$ cat src/rtl/ota_trim_sar_ctrl.sv
// OTA offset-trim calibration controller: MSB-first successive approximation over
// the trim-DAC code, with a majority vote per bit and a manual override path.
module ota_trim_sar_ctrl #(
    parameter int unsigned TRIM_BITS     = 6,
    parameter int unsigned SETTLE_CYCLES = 16,
    parameter int unsigned VOTES         = 3
) (
    input  logic                 clk,
    input  logic                 rst_n,
    input  logic                 ena,
    input  logic                 start,
    input  logic                 cmp_in,
    input  logic                 manual_mode,
    input  logic [TRIM_BITS-1:0] manual_code,
    output logic [TRIM_BITS-1:0] trim_code,
    output logic                 busy,
    output logic                 done,
    output logic                 cal_ok
);

    localparam int unsigned CNT_MAX = (SETTLE_CYCLES > VOTES) ? SETTLE_CYCLES : VOTES;
    localparam int unsigned CNT_W   = $clog2(CNT_MAX);
    localparam int unsigned ONES_W  = $clog2(VOTES + 1);
    localparam int unsigned K_W     = $clog2(TRIM_BITS);
    localparam logic [TRIM_BITS-1:0] MIDSCALE = {1'b1, {(TRIM_BITS-1){1'b0}}};

    typedef enum logic [2:0] {
        IDLE,
        SETTLE,
        SAMPLE,
        DECIDE,
        DONE
    } state_t;

    state_t               state_q, state_d;
    logic [TRIM_BITS-1:0] code_q, code_d;
    logic [K_W-1:0]       k_q, k_d;
    logic [CNT_W-1:0]     cnt_q, cnt_d;
    logic [ONES_W-1:0]    ones_q, ones_d;
    logic                 busy_q, busy_d;
    logic                 done_q, done_d;
    logic                 cal_ok_q, cal_ok_d;
    logic [1:0]           sync_q;
    logic                 cmp_s;

    assign cmp_s = sync_q[1];

    // State, datapath and output registers, plus the comparator synchroniser
    always_ff @(posedge clk or negedge rst_n) begin
        if (!rst_n) begin
            state_q  <= IDLE;
            code_q   <= MIDSCALE;
            k_q      <= '0;
            cnt_q    <= '0;
            ones_q   <= '0;
            busy_q   <= 1'b0;
            done_q   <= 1'b0;
            cal_ok_q <= 1'b0;
            sync_q   <= 2'b00;
        end else begin
            state_q  <= state_d;
            code_q   <= code_d;
            k_q      <= k_d;
            cnt_q    <= cnt_d;
            ones_q   <= ones_d;
            busy_q   <= busy_d;
            done_q   <= done_d;
            cal_ok_q <= cal_ok_d;
            sync_q   <= {sync_q[0], cmp_in};
        end
    end

    // Next-state and next-output logic
    always_comb begin
        state_d  = state_q;
        code_d   = code_q;
        k_d      = k_q;
        cnt_d    = cnt_q;
        ones_d   = ones_q;
        busy_d   = busy_q;
        done_d   = 1'b0;
        cal_ok_d = cal_ok_q;

        if (state_q != IDLE && !ena) begin
            state_d  = IDLE;
            code_d   = MIDSCALE;
            busy_d   = 1'b0;
            cal_ok_d = 1'b0;
        end else begin
            case (state_q)
                IDLE: begin
                    if (manual_mode) begin
                        code_d = manual_code;
                    end else if (ena && start) begin
                        code_d   = MIDSCALE;
                        k_d      = K_W'(TRIM_BITS - 1);
                        cnt_d    = '0;
                        busy_d   = 1'b1;
                        cal_ok_d = 1'b0;
                        state_d  = SETTLE;
                    end
                end
                SETTLE: begin
                    if (cnt_q == CNT_W'(SETTLE_CYCLES - 1)) begin
                        cnt_d   = '0;
                        ones_d  = '0;
                        state_d = SAMPLE;
                    end else begin
                        cnt_d = cnt_q + CNT_W'(1);
                    end
                end
                SAMPLE: begin
                    ones_d = ones_q + ONES_W'(cmp_s);
                    if (cnt_q == CNT_W'(VOTES - 1)) begin
                        cnt_d   = '0;
                        state_d = DECIDE;
                    end else begin
                        cnt_d = cnt_q + CNT_W'(1);
                    end
                end
                DECIDE: begin
                    // Comparator high means the trial code is still at or below target
                    code_d[k_q] = (ones_q > ONES_W'(VOTES / 2));
                    if (k_q != '0) begin
                        code_d[k_q - K_W'(1)] = 1'b1;
                        k_d                   = k_q - K_W'(1);
                        state_d               = SETTLE;
                    end else begin
                        done_d   = 1'b1;
                        cal_ok_d = (code_d != '0) && (code_d != '1);
                        state_d  = DONE;
                    end
                end
                DONE: begin
                    busy_d  = 1'b0;
                    state_d = IDLE;
                end
                default: begin
                    state_d = IDLE;
                end
            endcase
        end
    end

    assign trim_code = code_q;
    assign busy      = busy_q;
    assign done      = done_q;
    assign cal_ok    = cal_ok_q;

endmodule

$ cat config.mk
export PLATFORM = sky130hd
export DESIGN_NAME = ota_trim_sar_ctrl
export DESIGN_NICKNAME = d
export VERILOG_FILES = /design/src/rtl/ota_trim_sar_ctrl.sv
export SDC_FILE = /design/constraint.sdc
export NUM_CORES = 1
export LEC_CHECK = 0
export BUFFER_PORTS_ARGS = -buffer_cell sky130_fd_sc_hd__buf_4
export CAP_MARGIN = 20
export CORE_ASPECT_RATIO = 0.5
export CORE_MARGIN = 5
export CORE_UTILIZATION = 31
export CTS_CLUSTER_DIAMETER = 100
export DETAILED_ROUTE_END_ITERATION = 8
export PLACE_DENSITY = 0.56
export SYNTH_ARGS = -nofsm -noshare
export SYNTH_HDL_FRONTEND = slang
export SYNTH_SLANG_ARGS = --single-unit
$ cat constraint.sdc
create_clock -name clk -period 2.6 [get_ports clk]
set_input_delay 0.52 -clock clk [delete_from_list [all_inputs] [get_ports clk]]
set_output_delay 0.52 -clock clk [all_outputs]
set_load 0.01 [all_outputs]
==> run_results.csv <==
group,metric,value,unit
pwr,intPower,0.000751,W
synth,ys_types,49,
synth,synth.area.top_cells,"dfrtp_1 (35%), o21ai_0 (6.4%), nand2_1 (4.3%), ha_1 (4.0%), nand3_1 (3.5%)",
clocking,hold_buffers,0,
placement,dp_cells,267,
job,drv_cap,0,
drt,wl_per_cell,14.5,um
pwr,switching_share,0.392,
status,status,"completed",
drt,drtIter0Drc,130,
global_routing,grt_pass1_wl,6550,um
timing,period_share,0.814,
timing,setup_viol,0,
timing,fin_ws,0.483,ns
cells_and_area,layout.nets,219,
cells_and_area,syn2layout_area_growth,15.3,%
synth,syn_area,1560,um^2
die,dieArea,6650,um^2
drt,drc,0,
min_path,hp-class,"in -> async",
timing,slew_violations,0,
clocking,post_cts_buffers,0,
critical_path,critPathMaxFanout,12,
global_routing,track_usage,0.122,
pwr,peakVddDrop,0.266,mV
drt,postRouteAntennaNets,0,
critical_path,worstPathArrival,2.32,ns
placement,hpwl,2990,um
placement,port_buffers,20,
clocking,clkTransAtPathRegs,0.09,ns
pwr,power-per-cell-area,685,nW/um^2
cells_and_area,n_antenna_cell,0,
timing,tightest_slew,0.478,ns
die,fp.dieW,110,um
drt,totalWireLength,3940,um
synth,synthCells,186,
drt,top_layer,"met4",
clocking,clk_latency,0.27,ns
timing,slew_headroom,0.677,
pwr,p_leak,0.788,nW
die,pin_count,21,
timing,final-hold-violation-count,0,
critical_path,slowest_delay,0.59,ns
clocking,clockBufferDepth,2,
placement,gp_congestion,0.814,
clocking,cts_tree,"built",
synth,avgSynthCellArea,8.40,um^2
critical_path,critPathTopFamily,"flip-flops",
cells_and_area,n_fill_cell,524,
cells_and_area,drive_gt1_frac,0.164,
cells_and_area,instances_no_fill,271,
synth,synth_ff_type,"dfrtp_1",
pwr,clockPowerShare,0.184,
global_routing,grt-ovfl-total,0,
synth,yosysWarnings,0,
synth,synth_top_area_share,0.352,
pwr,power_frac_comb,0.405,
timing,setup_tns,0,ns
drt,wl_met2,2020,um
global_routing,grt_pass1_vias,1363,
cells_and_area,final_util,0.367,
global_routing,antenna_found_initial,0,
pwr,power,0.00124,W
timing,fmax,472,MHz
critical_path,required,2.80,ns
clocking,h-tree-depth,1,
die,die_h,60.2,um
drt,vias_per_cell,5.24,
drt,met1_length,1820,um
synth,ys_seq_area_frac,0.369,
timing,final.min_clock_period,2.12,ns
critical_path,cp-end-kind,"flip-flop",
timing,clock_skew,0.00597,ns
drt,drt-pass1-iter-count,4,
critical_path,slowest_stage,"dfrtp_1",
synth,synthArstFlopShare,1.00,
global_routing,grt_start_max_net_pins,24,
die,rows,18,
placement,preCtsSetupSlack,0.502,ns
clocking,root_buffer,"clkbuf_8",
pwr,switchingPower,0.000484,W
timing,rsz0062_at_grt,"false",
critical_path,critical_path.cell_chain,"inv_1, ha_1, or3b_2, o21ai_0, nand3_1, a31oi_1, a2bb2oi_1",
pwr,seq_power_share,0.411,
drt,route.met3.wl,72,um
synth,synth_seq_cells,23,
clocking,numCtsBuffers,3,
synth,synth_nets,203,
drt,vias,1421,
cells_and_area,final_cell_mix,"dfrtp_1 (22), buf_4 (22), o21ai_0 (20)",
synth,synth_edf_count,0,
critical_path,worstSetupPathType,"reg -> reg",
clocking,cts.sinks,23,
synth,yosys.area.top_type,"dfrtp_1",
critical_path,crit_path_start_kind,"flip-flop",
die,design.core.area,4910,um^2
critical_path,critPathBufInv,1,
die,initial_core_util,0.318,
clocking,ctsResizeCount,0,
-- layout make-up --
type                       instances  area, um^2  area share
clock buffer                       4        45.0      0.0250
inverter                          10        37.5      0.0208
multi-input combinational        142         890       0.494
sequential                        23         577       0.320
tap                               70        87.6      0.0486
timing repair buffer              22         165      0.0917
-- registers in the layout, indices dropped and copies added (netlist names) --
signal and flops:
busy 1, cal_ok 1, cnt_q 4, done 1, k_q 3, ones_q 2, state_q 3, sync_q 2
trim_code 6
-- per-layer routing --
layer / track usage / up-vias
li1: - / 701
met5: 0 / -
met4: 0.0211 / 0
met2: 0.225 / 11
met3: 0.0243 / 2
met1: 0.152 / 707
-- per-stage QoR --
stage	instance area (um^2)	hold slack, ns
2_1_floorplan	1560	0.224
3_3_place_gp	1760	0.333
3_5_place_dp	1760	0.336
4_1_cts	1800	0.143
5_1_grt	1800	0.158
6_report	1800	0.139
-- kinds of logic after synthesis --
logic type,Yosys count,synth area share
buffers and inverters,21,0.0617
muxes,4,0.0256
AOI/OAI and AO/OA,57,0.243
adders and majority gates,5,0.0400
and+or+nand+nor,76,0.261
DFF,23,0.369
-- path summary, 6_finish.rpt --
kind | from | endpoint | slack (ns) | depth (start not counted)
worst max-delay path | k_q[1]$_DFFE_PN0P_ | trim_code[5]$_DFFE_PN1P_ | 0.48 | 7
worst min-delay path | rst_n | sync_q[1]$_DFF_PN0_ | 0.14 | 1
worst max register to register | k_q[1]$_DFFE_PN0P_ | trim_code[5]$_DFFE_PN1P_ | 0.48 | 7
worst min register to register | sync_q[0]$_DFF_PN0_ | sync_q[1]$_DFF_PN0_ | 0.35 | 0
max in group asynchronous | rst_n | trim_code[5]$_DFFE_PN1P_ | 2.18 | 1
min in group clk | sync_q[0]$_DFF_PN0_ | sync_q[1]$_DFF_PN0_ | 0.35 | 0
-- power groups by stage --
stage / logic (W) / registers [W] / clock network, W
final: 0.000500 / 0.000508 / 0.000227
after global placement: 0.000495 / 0.000512 / 0
after CTS: 0.000505 / 0.000508 / 0.000238
after global routing: 0.000564 / 0.000522 / 0.000253
after detailed placement: 0.000503 / 0.000516 / 0
after floorplan: 0.000369 / 0.000490 / 0
-- synth_stat cells, drive strengths merged (2+ instances only) --
library cell / count
dfrtp: 22
o21ai: 20
nand2: 18
nor2: 14
a21oi: 12
nand3: 11
inv: 10
clkbuf: 7
ha: 5
buf: 4
mux2i: 4
nor2b: 4
nor3b: 4
a21boi: 3
a22oi: 3
and2: 3
nand3b: 3
nor3: 3
a22o: 2
a2bb2oi: 2
a31oi: 2
and3: 2
nand2b: 2
nor4b: 2
o221ai: 2
o31ai: 2
or2: 2
or3b: 2
No activity file was read; power rests on OpenSTA's default activity.
